## src/rtl/feature_pkg.sv

```systemverilog
// Shared widths, limits and FSM state type for the feature-extraction stages.
package feature_pkg;

  localparam int unsigned FEATURE_W = 16;
  localparam int unsigned BIN_W     = 16;

  localparam logic signed [FEATURE_W-1:0] FEATURE_MAX = 16'sd32767;

  typedef enum logic [1:0] {
    ACCUM,
    PAD,
    SKIP
  } state_e;

endpackage

```

## src/rtl/feature_binner_if.sv

```systemverilog
// Bin input stream and feature output stream of feature_binner; no backpressure on either side.
interface feature_binner_if;
  import feature_pkg::*;

  logic [BIN_W-1:0]     bin_data_in;
  logic                 bin_valid_in;
  logic                 bin_last_in;
  logic [FEATURE_W-1:0] feature_data_out;
  logic                 feature_valid_out;
  logic                 feature_last_out;
  logic                 predict_enable_out;
  logic                 overflow_out;
  logic                 drop_out;

  modport master (
    output bin_data_in, bin_valid_in, bin_last_in,
    input  feature_data_out, feature_valid_out, feature_last_out, predict_enable_out,
    input  overflow_out, drop_out
  );

  modport slave (
    input  bin_data_in, bin_valid_in, bin_last_in,
    output feature_data_out, feature_valid_out, feature_last_out, predict_enable_out,
    output overflow_out, drop_out
  );

endinterface

```

## src/rtl/band_scaler.sv

```systemverilog
// Combinational right shift of a band sum followed by saturation to a non-negative 16-bit word.
module band_scaler
  import feature_pkg::*;
#(
  parameter int unsigned AccW  = 19,
  parameter int unsigned Shift = 3
) (
  input  logic [AccW-1:0]      sum_i,
  output logic [FEATURE_W-1:0] feature_o
);

  localparam logic [AccW-1:0] MaxVal = AccW'(FEATURE_MAX);

  logic [AccW-1:0] shifted;

  always_comb begin
    shifted = sum_i >> Shift;
    if (shifted > MaxVal) begin
      feature_o = FEATURE_MAX;
    end else begin
      feature_o = shifted[FEATURE_W-1:0];
    end
  end

endmodule

```

## src/rtl/feature_binner.sv

```systemverilog
// Groups per-frame FFT bins into fixed bands and emits one scaled feature word per band,
// padding short frames and ignoring surplus bins so every frame yields a full vector.
module feature_binner
  import feature_pkg::*;
#(
  parameter int unsigned NUM_FEATURES     = 4,
  parameter int unsigned BINS_PER_FEATURE = 8,
  parameter int unsigned SHIFT            = 3
) (
  input logic             clk_in,
  input logic             rst_in,
  feature_binner_if.slave bus
);

  localparam int unsigned AccW     = BIN_W + $clog2(BINS_PER_FEATURE + 1);
  localparam int unsigned BinCntW  = (BINS_PER_FEATURE > 1) ? $clog2(BINS_PER_FEATURE) : 1;
  localparam int unsigned BandCntW = (NUM_FEATURES > 1) ? $clog2(NUM_FEATURES) : 1;
  localparam logic [BinCntW-1:0]  LastBin  = BinCntW'(BINS_PER_FEATURE - 1);
  localparam logic [BandCntW-1:0] LastBand = BandCntW'(NUM_FEATURES - 1);

  state_e               state_q, state_d;
  logic [AccW-1:0]      acc_q, acc_d, sum_next;
  logic [BinCntW-1:0]   bin_cnt_q, bin_cnt_d;
  logic [BandCntW-1:0]  band_cnt_q, band_cnt_d;
  logic                 ovf_seen_q, ovf_seen_d;
  logic [FEATURE_W-1:0] data_q, data_d, scaled;
  logic                 valid_q, valid_d, last_q, last_d, ovf_q, ovf_d, drop_q, drop_d;
  logic                 band_done, final_band;

  assign sum_next   = acc_q + AccW'(bus.bin_data_in);
  assign band_done  = (bin_cnt_q == LastBin);
  assign final_band = (band_cnt_q == LastBand);

  band_scaler #(
    .AccW (AccW),
    .Shift(SHIFT)
  ) u_band_scaler (
    .sum_i    (sum_next),
    .feature_o(scaled)
  );

  always_ff @(posedge clk_in or negedge rst_in) begin
    if (!rst_in) begin
      state_q    <= ACCUM;
      acc_q      <= '0;
      bin_cnt_q  <= '0;
      band_cnt_q <= '0;
      ovf_seen_q <= 1'b0;
      data_q     <= '0;
      valid_q    <= 1'b0;
      last_q     <= 1'b0;
      ovf_q      <= 1'b0;
      drop_q     <= 1'b0;
    end else begin
      state_q    <= state_d;
      acc_q      <= acc_d;
      bin_cnt_q  <= bin_cnt_d;
      band_cnt_q <= band_cnt_d;
      ovf_seen_q <= ovf_seen_d;
      data_q     <= data_d;
      valid_q    <= valid_d;
      last_q     <= last_d;
      ovf_q      <= ovf_d;
      drop_q     <= drop_d;
    end
  end

  always_comb begin
    state_d    = state_q;
    acc_d      = acc_q;
    bin_cnt_d  = bin_cnt_q;
    band_cnt_d = band_cnt_q;
    ovf_seen_d = ovf_seen_q;
    unique case (state_q)
      ACCUM: begin
        if (bus.bin_valid_in) begin
          if (bus.bin_last_in || band_done) begin
            acc_d     = '0;
            bin_cnt_d = '0;
            if (final_band) begin
              band_cnt_d = '0;
              ovf_seen_d = 1'b0;
              // A completed final band without last means surplus bins follow.
              if (!bus.bin_last_in) state_d = SKIP;
            end else begin
              band_cnt_d = band_cnt_q + 1'b1;
              if (bus.bin_last_in) state_d = PAD;
            end
          end else begin
            acc_d     = sum_next;
            bin_cnt_d = bin_cnt_q + 1'b1;
          end
        end
      end
      PAD: begin
        if (final_band) begin
          band_cnt_d = '0;
          state_d    = ACCUM;
        end else begin
          band_cnt_d = band_cnt_q + 1'b1;
        end
      end
      SKIP: begin
        if (bus.bin_valid_in) begin
          ovf_seen_d = 1'b1;
          if (bus.bin_last_in) state_d = ACCUM;
        end
      end
      default: state_d = ACCUM;
    endcase
  end

  always_comb begin
    data_d  = data_q;
    valid_d = 1'b0;
    last_d  = 1'b0;
    ovf_d   = 1'b0;
    drop_d  = 1'b0;
    unique case (state_q)
      ACCUM: begin
        if (bus.bin_valid_in && (bus.bin_last_in || band_done)) begin
          valid_d = 1'b1;
          data_d  = scaled;
          last_d  = final_band;
        end
      end
      PAD: begin
        valid_d = 1'b1;
        data_d  = '0;
        last_d  = final_band;
        drop_d  = bus.bin_valid_in;
      end
      SKIP:    ovf_d = bus.bin_valid_in && !ovf_seen_q;
      default: ;
    endcase
  end

  assign bus.feature_data_out   = data_q;
  assign bus.feature_valid_out  = valid_q;
  assign bus.feature_last_out   = last_q;
  assign bus.predict_enable_out = valid_q;
  assign bus.overflow_out       = ovf_q;
  assign bus.drop_out           = drop_q;

endmodule

```

## src/flat_wrapper.sv

```systemverilog
// flat-port wrapper written by rule: the top's interface ports become plain ports
module feature_binner_flat import feature_pkg::*;
#(
  parameter int unsigned NUM_FEATURES     = 4,
  parameter int unsigned BINS_PER_FEATURE = 8,
  parameter int unsigned SHIFT            = 3
)
  (clk_in, rst_in, bus_bin_data_in, bus_bin_valid_in, bus_bin_last_in, bus_feature_data_out, bus_feature_valid_out, bus_feature_last_out, bus_predict_enable_out, bus_overflow_out, bus_drop_out);
  feature_binner_if bus_i ();
  input logic clk_in;
  input logic rst_in;
  input wire logic [$bits(bus_i.bin_data_in)-1:0] bus_bin_data_in;
  input wire logic [$bits(bus_i.bin_valid_in)-1:0] bus_bin_valid_in;
  input wire logic [$bits(bus_i.bin_last_in)-1:0] bus_bin_last_in;
  output wire logic [$bits(bus_i.feature_data_out)-1:0] bus_feature_data_out;
  output wire logic [$bits(bus_i.feature_valid_out)-1:0] bus_feature_valid_out;
  output wire logic [$bits(bus_i.feature_last_out)-1:0] bus_feature_last_out;
  output wire logic [$bits(bus_i.predict_enable_out)-1:0] bus_predict_enable_out;
  output wire logic [$bits(bus_i.overflow_out)-1:0] bus_overflow_out;
  output wire logic [$bits(bus_i.drop_out)-1:0] bus_drop_out;
  assign bus_i.bin_data_in = bus_bin_data_in;
  assign bus_i.bin_valid_in = bus_bin_valid_in;
  assign bus_i.bin_last_in = bus_bin_last_in;
  assign bus_feature_data_out = bus_i.feature_data_out;
  assign bus_feature_valid_out = bus_i.feature_valid_out;
  assign bus_feature_last_out = bus_i.feature_last_out;
  assign bus_predict_enable_out = bus_i.predict_enable_out;
  assign bus_overflow_out = bus_i.overflow_out;
  assign bus_drop_out = bus_i.drop_out;
  feature_binner #(.NUM_FEATURES(NUM_FEATURES), .BINS_PER_FEATURE(BINS_PER_FEATURE), .SHIFT(SHIFT)) u_core (.clk_in(clk_in), .rst_in(rst_in), .bus(bus_i));
endmodule
```

## config.mk

```make
export PLATFORM = sky130hd
export DESIGN_NAME = feature_binner_flat
export DESIGN_NICKNAME = d
export VERILOG_FILES = /design/src/rtl/feature_pkg.sv /design/src/rtl/feature_binner_if.sv /design/src/rtl/band_scaler.sv /design/src/rtl/feature_binner.sv /design/src/flat_wrapper.sv
export SDC_FILE = /design/constraint.sdc
export NUM_CORES = 1
export LEC_CHECK = 0
export BUFFER_PORTS_ARGS = -buffer_cell sky130_fd_sc_hd__buf_4
export CORE_MARGIN = 1
export CORE_UTILIZATION = 57
export DETAILED_ROUTE_END_ITERATION = 10
export PLACE_DENSITY = 0.8
export SYNTH_ARGS = -nofsm -noshare
export SYNTH_HDL_FRONTEND = slang
export SYNTH_SLANG_ARGS = --single-unit
```

## constraint.sdc

```tcl
create_clock -name clk_in -period 2.5 [get_ports clk_in]
set_input_delay 0.5 -clock clk_in [delete_from_list [all_inputs] [get_ports clk_in]]
set_output_delay 0.5 -clock clk_in [all_outputs]
set_load 0.02 [all_outputs]
```

==> impl_results.md <==
- Global-route wire length before repair: 10,400 microns
- Leakage: 1.68 nW
- CP top delay family: compound AO/OA/AOI/OAI gates
- Seq/Total Area, Yosys: 0.429
- Setup Viol. Count Final: 0
- R2R depth: 10
- Design Power: 3.68 mW
- Vias post-DR: 2,366
- Compound-cell area share of the yosys netlist: 0.236
- I/O pin cnt: 41
- FILL cells: 373
- Crit-path max FO: 7
- Vias in the first global route: 2,274
- PwrDens: 1080 nW/um^2
- Seq cells post-synth: 48
- PortBufs: 40
- Post-synthesis area per instance: 9.40 sq um
- Site row count: 25
- Fraction of synthesized area in multiplexers: 0
- Routed vias/inst: 5.62
- Setup Fix Bufs, Post-CTS: 0
- Max Fclk: 431 MHz
- Iter 0 DRT Violations: 102
- Crit path DAT: 2.51 ns
- Worst-Margin Slew: 0.781 ns
- Die H: 72.1 microns
- CP peak stage delay: 0.39 ns
- # hold bufs at CTS: 0
- Setup crit end kind: register
- Footprint of the multi-input gates: 1550 sq um
- Adder-Cell Fraction of Synth Area: 0.0920
- MaxCap Viol Count: 0
- Non-filler instance count after layout: 421
- # H-tree levels: 2
- HP Class: in2async
- Placed Area: 3270 sq um
- Clock buffer depth: 2
- Antenna violations before repair: 0
- Reg clk slew, reported paths: 0.09 ns
- DP Wirelength: 4610 microns
- GPL Wtd Cong: 0.916
- Post-Syn Nets: 338
- Most frequent CP cell: buf_4
- Crit start category: register
- Share of cells above drive strength 1: 0.232
- GRT Util Overall: 0.259
- Worst setup margin: 0.179 ns
- Launch point of the worst reg-to-reg path: u_core.acc_q[0]$_DFFE_PN0P_
- Final Hold Vio Count: 0
- DRC: 0
- Synth Area in Simple Gates: 0.170
- CTS tree: built
- Final core utilization: 0.721
- Synth top area share: 0.429
- Gate Count Post-Synth: 298
- Slowest CP cell: dfrtp_1
- Placeable Area: 4720 sq um
- Cell variety after synth: 50
- Synth top area cells: dfrtp_1, ha_1, nand2_1
- DRT Wirelength: 6240 microns
- RSZ-0062 raised after global routing: no
- # placed instances: 413
- Layout area overhead: 21.6%
- Setup tns final: 0 ns
- Outcome: finished clean
- FF/Latch Area: 1200 sq um
- Area leader, netlist: dfrtp_1
- Period minus WS final: 2.32 ns
- Yosys warns: 0
- Post-route cell area: 3410 sq um
- Synthesized area: 2800 sq um
- Layout Nets: 393
- Root buffer cell: clkbuf_8
- Number of synthesized flops with an enable pin: 0
- Synth Flop Type: dfrtp_1
- Dpl ws: -0.213 ns
- Clk_lat worst skew: 0.31 ns
- Reg2Reg Setup Slack: 0.18 ns
- Post-synthesis xor/xnor area fraction: 0.0469
- Crit path kind: reg2reg
- First-pass iteration count of the detailed router: 5
- Clock sink total: 48
- Hold slack: 0.199 ns
- WP data required: 2.69 ns
- Post-synth ARST share: 1.00
- FF-to-FF End: u_core.bus.feature_data_out[10]$_DFFE_PN0P_
- Full die area: 5200 sq um
- Normalized max-slew margin: 0.478
- Largest net degree at the start of global routing: 49
- Final period util: 0.928
- Clk_skew: 0.00542 ns
- VDD IR max: 0.000640 V
- Number of diodes: 0
- Starting Density: 0.593
- Remaining Overflow, GRT: 0
- Cts bufs inserted: 5
- Antenna-violating nets left: 0
- Max Slew Vio Count: 0
- CP cell instances: ha_1, buf_4, a211oi_1, o21a_1, a21oi_4, a31oi_2, xnor2_1, o21ai_2, buf_4, o211ai_1
- Largest family of logic cells by synthesized area: compound AO/OA/AOI/OAI gates
- WL/cell: 14.8 microns
- WP buf/inv: 2
- Die W: 72.1 microns
[final cells by class]
| cell class | count | area share |
|---|---|---|
| repair buffers | 59 | 0.130 |
| well taps | 67 | 0.0246 |
| clock inverters | 3 | 0.0140 |
| multi-input cells | 235 | 0.454 |
| flip-flops and latches | 48 | 0.353 |
| inverters | 4 | 0.00441 |
| clock buffers | 5 | 0.0202 |
[synth_stat cells (2+ instances only)]
| master | number |
|---|---|
| a22o_1 | 9 |
| nand2b_1 | 5 |
| nand3_1 | 11 |
| ha_1 | 19 |
| xnor2_1 | 9 |
| dfrtp_1 | 48 |
| or2_2 | 3 |
| o21ai_2 | 2 |
| o211ai_1 | 6 |
| o21a_1 | 3 |
| o31ai_1 | 3 |
| nor2b_1 | 5 |
| and2_1 | 2 |
| a31oi_1 | 2 |
| or3_1 | 2 |
| o21ai_0 | 22 |
| inv_1 | 4 |
| o22ai_1 | 2 |
| a21o_2 | 2 |
| buf_6 | 2 |
| a211oi_1 | 3 |
| a22oi_1 | 2 |
| nor3_1 | 4 |
| clkbuf_1 | 8 |
| xor2_1 | 6 |
| a21oi_1 | 18 |
| nor2_1 | 11 |
| nand2_1 | 57 |
| a21o_1 | 7 |
[logic make-up (layout without fill, tap and decap cells)]
kind of cell | after synthesis | count (layout)
xor+xnor | 15 | 15
simple gates | 105 | 105
buf+inv | 15 | 71
flops | 48 | 48
compound gates | 95 | 95
fa+ha+maj | 20 | 20
[flip-flops by register name (all words and copies together) (netlist names), 2 cells and up]
register                     count
u_core.acc_q                    20
u_core.state_q                   2
u_core.bin_cnt_q                 3
u_core.band_cnt_q                2
u_core.bus.feature_data_out     16
[power breakdown]
group | switching (mW) | internal [mW] | total, mW
logic | 1.10 | 0.821 | 1.92
registers | 0.159 | 1.02 | 1.18
clock network | 0.276 | 0.301 | 0.578
[worst max path at each step]
| stage | cells after the start | to | start | slack [ns] |
|---|---|---|---|---|
| after floorplan | 11 | u_core.bus.feature_data_out[13]$_DFFE_PN0P_ | bus_bin_data_in[0] | 0.11 |
| after global placement | 10 | u_core.bus.feature_data_out[12]$_DFFE_PN0P_ | bus_bin_data_in[0] | -0.16 |
| after detailed placement | 10 | u_core.bus.feature_data_out[12]$_DFFE_PN0P_ | bus_bin_data_in[0] | -0.21 |
| after CTS | 9 | u_core.bus.feature_data_out[12]$_DFFE_PN0P_ | u_core.acc_q[0]$_DFFE_PN0P_ | 0.009 |
| after global routing | 10 | u_core.bus.feature_data_out[10]$_DFFE_PN0P_ | u_core.acc_q[0]$_DFFE_PN0P_ | 0.006 |
| final | 10 | u_core.bus.feature_data_out[10]$_DFFE_PN0P_ | u_core.acc_q[0]$_DFFE_PN0P_ | 0.18 |
[metal layers]
metal,part of all wire,global-route usage
met5,0,0
met4,0.023,0.111
met3,0.040,0.0417
met2,0.47,0.412
met1,0.47,0.351
[cell usage in the layout, fill, tap and decap left out, types with 4 or more instances in the layout]
| cell type | instances |
|---|---|
| a21oi_1 | 18 |
| a22o_1 | 9 |
| nor2_1 | 11 |
| a21o_1 | 7 |
| xnor2_1 | 9 |
| o211ai_1 | 6 |
| o21ai_0 | 22 |
| nor2b_1 | 5 |
| buf_4 | 59 |
| clkbuf_8 | 5 |
| nand2_1 | 57 |
| nand2b_1 | 5 |
| nor3_1 | 4 |
| inv_1 | 4 |
| nand3_1 | 11 |
| xor2_1 | 6 |
| dfrtp_1 | 48 |
| ha_1 | 19 |
[repair_timing]
item / CTS / global route
hold endpoints to repair: 0 / 0
resized for setup: 0 / 4
setup endpoints to repair: 0 / 9
Note: power is estimated with default switching activity, not from simulation.
